### config.mk
export PLATFORM = sky130hd
export DESIGN_NAME = fetch_unit
export DESIGN_NICKNAME = d
export VERILOG_FILES = /design/src/rtl/fetch_unit.sv
export SDC_FILE = /design/constraint.sdc
export NUM_CORES = 1
export LEC_CHECK = 0
export CAP_MARGIN = 20
export CORE_MARGIN = 2
export CORE_UTILIZATION = 30
export DETAILED_ROUTE_END_ITERATION = 10
export GPL_ROUTABILITY_DRIVEN = 1
export HOLD_SLACK_MARGIN = 0.12
export REMOVE_ABC_BUFFERS = 1
export SETUP_SLACK_MARGIN = 0.2
export SYNTH_ARGS = -nofsm -noshare
export SYNTH_HDL_FRONTEND = slang
export SYNTH_SLANG_ARGS = --single-unit
### constraint.sdc
create_clock -name clk -period 11.2 [get_ports clk]
set_clock_uncertainty 0.05 [all_clocks]
set_input_delay 1.68 -clock clk [delete_from_list [all_inputs] [get_ports clk]]
set_output_delay 1.68 -clock clk [all_outputs]
set_load 0.02 [all_outputs]
### src/rtl/fetch_unit.sv
// Instruction-fetch stage: owns the PC, addresses imem, queues {instr, pc} for decode.
// Latency: instruction at PC X is visible to decode one cycle after imem_addr = X; redirect to target in 2 cycles.
// Backpressure: id_valid/id_ready handshake; PC stalls when the queue is full and nothing pops.
//
// Ports:
//   clk, rst                     rising-edge clock, asynchronous active-high reset
//   imem_addr / imem_rd          combinational instruction memory read (address = PC)
//   redirect / redirect_target   execute-stage branch/jump; flushes the queue and reloads the PC
//   id_valid / id_ready          head-of-queue handshake to decode
//   id_instr, id_pc, id_pc_plus4 head entry (NOP / 0 / 0 when id_valid = 0)
// Optional (macro FETCH_PERF_CNT_EN): perf_fetched, perf_flushed saturating event counters.
module fetch_unit #(
    parameter logic [31:0] RESET_PC = 32'hBFC00000,
    parameter int          DEPTH    = 2
) (
    input  logic        clk,
    input  logic        rst,
    output logic [31:0] imem_addr,
    input  logic [31:0] imem_rd,
    input  logic        redirect,
    input  logic [31:0] redirect_target,
    input  logic        id_ready,
    output logic        id_valid,
    output logic [31:0] id_instr,
    output logic [31:0] id_pc,
    output logic [31:0] id_pc_plus4
`ifdef FETCH_PERF_CNT_EN
    ,
    output logic [31:0] perf_fetched,
    output logic [31:0] perf_flushed
`endif
);

    localparam logic [31:0] NOP = 32'h00000013;

    // Pointer width never drops to zero so DEPTH = 1 still has a legal index.
    localparam int PTR_W = (DEPTH > 1) ? $clog2(DEPTH) : 1;
    localparam int SLOTS = 1 << PTR_W;
    localparam int CNT_W = $clog2(DEPTH + 1);

    localparam logic [PTR_W-1:0] LAST_PTR = PTR_W'(DEPTH - 1);
    localparam logic [CNT_W-1:0] FULL_CNT = CNT_W'(DEPTH);

    logic [31:0]      pc_q, pc_d;
    logic [CNT_W-1:0] count_q, count_d;
    logic [PTR_W-1:0] rd_ptr_q, rd_ptr_d;
    logic [PTR_W-1:0] wr_ptr_q, wr_ptr_d;

    logic [31:0] ent_instr_q [SLOTS];
    logic [31:0] ent_instr_d [SLOTS];
    logic [31:0] ent_pc_q    [SLOTS];
    logic [31:0] ent_pc_d    [SLOTS];

    logic pop;
    logic push;

    assign imem_addr   = pc_q;
    assign id_valid    = (count_q != '0);
    assign id_instr    = id_valid ? ent_instr_q[rd_ptr_q] : NOP;
    assign id_pc       = id_valid ? ent_pc_q[rd_ptr_q] : 32'h0;
    assign id_pc_plus4 = id_valid ? (ent_pc_q[rd_ptr_q] + 32'd4) : 32'h0;

    assign pop  = id_valid & id_ready;
    // A full queue can still accept a word when the head leaves in the same cycle.
    assign push = ~redirect & ((count_q < FULL_CNT) | pop);

    always_comb begin
        pc_d        = pc_q;
        count_d     = count_q;
        rd_ptr_d    = rd_ptr_q;
        wr_ptr_d    = wr_ptr_q;
        ent_instr_d = ent_instr_q;
        ent_pc_d    = ent_pc_q;

        if (redirect) begin
            // Flush by collapsing the read pointer onto the write pointer;
            // the target is forced word-aligned.
            pc_d     = redirect_target & ~32'h3;
            count_d  = '0;
            rd_ptr_d = wr_ptr_q;
        end else begin
            if (push) begin
                ent_instr_d[wr_ptr_q] = imem_rd;
                ent_pc_d[wr_ptr_q]    = pc_q;
                wr_ptr_d              = (wr_ptr_q == LAST_PTR) ? '0 : wr_ptr_q + 1'b1;
                pc_d                  = pc_q + 32'd4;
            end
            if (pop) begin
                rd_ptr_d = (rd_ptr_q == LAST_PTR) ? '0 : rd_ptr_q + 1'b1;
            end
            case ({push, pop})
                2'b10:   count_d = count_q + 1'b1;
                2'b01:   count_d = count_q - 1'b1;
                default: count_d = count_q;
            endcase
        end
    end

    always_ff @(posedge clk or posedge rst) begin
        if (rst) begin
            pc_q     <= RESET_PC;
            count_q  <= '0;
            rd_ptr_q <= '0;
            wr_ptr_q <= '0;
        end else begin
            pc_q     <= pc_d;
            count_q  <= count_d;
            rd_ptr_q <= rd_ptr_d;
            wr_ptr_q <= wr_ptr_d;
        end
    end

    // Payload storage needs no reset: visibility is gated by count.
    always_ff @(posedge clk) begin
        ent_instr_q <= ent_instr_d;
        ent_pc_q    <= ent_pc_d;
    end

`ifdef FETCH_PERF_CNT_EN
    logic [31:0]      perf_fetched_q, perf_fetched_d;
    logic [31:0]      perf_flushed_q, perf_flushed_d;
    logic [CNT_W-1:0] flush_amt;
    logic [32:0]      flushed_sum;

    // Entries discarded unconsumed: a head popped in the redirect cycle is not lost.
    assign flush_amt   = count_q - CNT_W'(pop);
    assign flushed_sum = {1'b0, perf_flushed_q} + 33'(flush_amt);

    always_comb begin
        perf_fetched_d = perf_fetched_q;
        perf_flushed_d = perf_flushed_q;
        if (push && perf_fetched_q != 32'hFFFFFFFF) begin
            perf_fetched_d = perf_fetched_q + 32'd1;
        end
        if (redirect) begin
            perf_flushed_d = flushed_sum[32] ? 32'hFFFFFFFF : flushed_sum[31:0];
        end
    end

    always_ff @(posedge clk or posedge rst) begin
        if (rst) begin
            perf_fetched_q <= '0;
            perf_flushed_q <= '0;
        end else begin
            perf_fetched_q <= perf_fetched_d;
            perf_flushed_q <= perf_flushed_d;
        end
    end

    assign perf_fetched = perf_fetched_q;
    assign perf_flushed = perf_flushed_q;
`endif

endmodule
# Yosys cells after proc, flatten, opt, wreduce, memory -nomap -nowiden
# Index checks and enable logic that the tools add are counted.
# Widths: inputs -> output; s select.
# word_totals
input_bits,68
reg_bits,164
word_cells,53
# classes
n_bitwise,6
n_eq_ne,2
order_cmp,4
addsub,6
mux,21
reduce_logical,6
# ops
cell,count
$mux 32,12
$bwmux 64,2
$add 32x3->32 const B,2
$demux 32 s1,1
$reduce_bool 2->1,3
$ge 2x2->1 const B,2
$mux 1,4
$not 1->2,2
$pmux 2 s2,1
$reduce_bool 3->1,1
$add 1x1->1 const B,2
$add 2x1->2 const B,1
$and 1x1->1,2
$eq 2x1->1 const B,1
$eq 2x2->1 const B,1
$lt 2x1->1 const B,1
$lt 2x2->1 const B,1
$mux 2,1
$reduce_and 2->1,1
$sub 2x1->2 const B,1
$logic_and 1x1->1,1
$not 1->1,1
$or 1x1->1,1

# Logic depth before layout (Yosys ltp)
# depth
depth_word,7
mapped_depth,11
ltp_nobuf,7

# Worst setup path before layout
# No wires, ideal clock.
# synth_path
path_type,input to register
from,input port redirect
to,register ent_instr_q[0] (netlist name) (enable)
n_path_buf,1
slack_ns,4.147
arrival_ns,6.432
cell_stages,2
path_cell_list,clkbuf_1 -> nor3b_1
# synth_via
elab_chain_len,3
# synth_lines
element,line_no,rtl
"start, declared",20,"input logic redirect,"
$not 1->1 (no line) (*),--,
$and 1x1->1,65,assign push = ~redirect & ((count_q < FULL_CNT) | pop);
$reduce_and 2->1 (no line) (*),--,
"end signal, assigned",115,ent_instr_q <= ent_instr_d;
"end, declared",49,logic [31:0] ent_instr_q [SLOTS];
# Mark *: on every way between the ends. The rest lies on a longest branch, timed or not.
# A chain may end at the register's enable or synchronous reset.

# Final worst setup path
# layout_path
from,register rd_ptr_q
to,output port id_pc_plus4[29]
# layout_via
elab_chain_len,6
# layout_lines
element,line_no,rtl
"start, declared",46,"logic [PTR_W-1:0] rd_ptr_q, rd_ptr_d;"
"start signal, assigned",108,rd_ptr_q <= rd_ptr_d;
$not 1->2 (not written as such),61,assign id_pc_plus4 = id_valid ? (ent_pc_q[rd_ptr_q] + 32'd4) : 32'h0;
$mux 32 (not written as such) (3 in series),61,
$add 32x3->32,61,
$mux 32,61,
"end, declared",26,output logic [31:0] id_pc_plus4
# Every way passes these cells. The select of a mux whose other input is x is not followed.

==> results.toml <==
[synthesis]
synth_seq_cells = 158
ys_top_cells_by_area = "edfxtp_1 50%, dfrtp_1 8.4%, mux2i_1 7.7%"
synth_largest_area_cell = "edfxtp_1"
synth_top_area_frac = 0.501
yosys_warnings = 0
async_flop_share = 0.215
netlist_area_sq_um = 7430
synth_edf_count = 124
syn_inst = 628
ys_types = 44
ys.flop_type = "edfxtp_1"
ys_top_cells_by_count = "124 x edfxtp_1, 77 x nor2_1, 69 x nand2_1"
synth.most_common_cell = "edfxtp_1"
ys_seq_area_frac = 0.617
avgSynthCellArea_sq_um = 11.8

[sta]
max_slew_margin = 0.321
fin_tns_setup_ps = 0
hold_viol = 0
finalCritPeriodShare = 0.537
fmax_mhz = 166
finalSetupViolations = 0
rsz0062_at_grt = "false"
min_period_ps = 6010
drv_slew = 0
worst_pin_slew_ps = 1020

[finish]
fillers = 2321
final_layout_size_suffix_gt1_frac = 0.0741
final_area_sq_um = 10200
area_delta_synth_final_pct = 37.4
final_core_util = 0.420
nNetsFinal = 880
insertedDiodeCount = 0

[floorplan]
io_pins = 197
die-area_sq_um = 26100
start_util = 0.306
core_sq_um = 24300
die_height_um = 161
std_cell_rows = 57
dieWidth_um = 161

[critical_path]
worstSetupEndpointType = "output pin"
worstPathMaxFanout = 60
required_ps = 9470
critPathKind = "reg -> out"
startpoint_type = "flop"
worstPathArrival_ps = 4280

[global_route]
groute.usage.overall = 0.146
grt_pass1_vias = 5276
grt_pass1_wl_um = 29300
grt_max_degree = 68
gr-total-overflow = 0
antenna_found_initial = 0

[placement]
hpwlAfterDp_um = 13100
globalplace.congestion = 0.799
dpl_cell_area_sq_um = 9630
io_buffers = 188

[clock_tree]
hold_buffers = 0
cts_max_level = 4
path_clk_slew_ps = 70
ctsResizeCount = 0
postCtsSetupBuffers = 0
cts.sink_count = 158
cts_root_buf = "clkbuf_16"
insertion_delay_ps = 410
numCtsBuffers = 17
cts_tree = "done"
clk_path_buf_depth = 2

[routing]
routed_via_density = 4.72
drt_iter0_drc = 343
wl_per_cell_um = 16.5
drt-total-wl_um = 18900
vias = 5418
route.detailed.drc = 0
drtAntennaViolNets = 0
first_pass_iters = 4

[pwr]
ir_drop_uv = 75.5
powerDensity_nw_per_um2 = 176
leakagePower_nw = 3.59

[run_status]
outcome = "finished, final reports clean"

[flow_run]
cap_violations = 0

[worst_hold_path]
hold_class = "reg -> reg"
worst paths after layout:
check | from | end | slack (ps) | depth (start not counted)
worst max-delay path | rd_ptr_q$_DFFE_PP0P_ | id_pc_plus4[29] | 5190 | 7
worst min-delay path | imem_addr[31]$_DFFE_PP1P_ | ent_pc_q[31]$_DFFE_PP_ | 510 | 0
worst max register to register | imem_addr[5]$_DFFE_PP0P_ | imem_addr[19]$_DFFE_PP0P_ | 8550 | 5
worst min register to register | imem_addr[31]$_DFFE_PP1P_ | ent_pc_q[31]$_DFFE_PP_ | 510 | 0
max in group asynchronous | rst | rd_ptr_q$_DFFE_PP0P_ | 9110 | 3
min in group asynchronous | rst | imem_addr[11]$_DFFE_PP0P_ | 1630 | 3
per-stage QoR:
step	total power [mW]	cells	setup WS [ps]	hold WS (ps)
2_1_floorplan	1.04	595	4320	430
3_3_place_gp	1.25	1115	5560	479
3_5_place_dp	1.26	1115	5520	504
4_1_cts	1.82	1147	5070	508
5_1_grt	1.88	1147	4720	516
6_report	1.79	1147	5190	505
per-layer routing:
layer | global-route usage | up-vias | share of wire
met1 | 0.188 | 2586 | 0.46
met3 | 0.0298 | 29 | 0.038
met5 | 0 | - | 0
met2 | 0.242 | 154 | 0.48
li1 | - | 2649 | -
met4 | 0.0548 | 0 | 0.024
sequential cells by signal, indices dropped and copies added, names as in the netlist:
register	count
count_q	2
ent_instr_q	64
wr_ptr_q	1
imem_addr	30
ent_pc_q	60
rd_ptr_q	1
logic make-up (layout without fill, tap and decap cells):
family / after synthesis / count (layout) / share of synthesized area
mux: 65 / 65 / 0.0889
compound gates: 68 / 68 / 0.0542
simple gates: 247 / 247 / 0.159
xor+xnor: 41 / 41 / 0.0483
other cells: 1 / 6 / 0.000504
fa+ha+maj: 2 / 2 / 0.00337
flops: 158 / 158 / 0.617
buf+inv: 46 / 236 / 0.0290
final cells by class:
cell class                      count  area (sq um)  share of cell area
Clock inverter                     10          72.6             0.00711
Timing Repair Buffer              196          1940               0.190
Inverter                            8          30.0             0.00294
Clock buffer                       22           507              0.0496
Tap cell                          324           405              0.0397
Multi-Input combinational cell    429          2670               0.261
Sequential cell                   158          4590               0.450
placed cells by master (no fill, tap or decap), types with 7 or more instances in the layout:
cell type / instances
xnor2_1: 32
and2_1: 7
edfxtp_1: 124
nor4_1: 19
nor2_1: 76
nand3_1: 18
xor2_1: 9
o21ai_0: 39
nand2_1: 69
mux2_2: 7
nor3_1: 12
buf_4: 8
inv_1: 7
clkbuf_16: 19
a21oi_1: 8
clkdlybuf4s50_1: 187
dfrtp_1: 24
dfstp_2: 9
mux2i_1: 57
nand4_1: 16
critical path: stages (launching register included):
cell and delay [ps]:
dfrtp_4 680, buf_4 740, nand3_1 190, a22oi_1 380, nand4_1 510, nor4_1 420, mux2_2 370, clkdlybuf4s50_1 540
where the power goes:
part           internal [mW]  switching [mW]
registers              0.706          0.0481
logic                  0.216           0.267
clock network          0.325           0.232
total                   1.25           0.547
(Power assumes the default switching activity.)
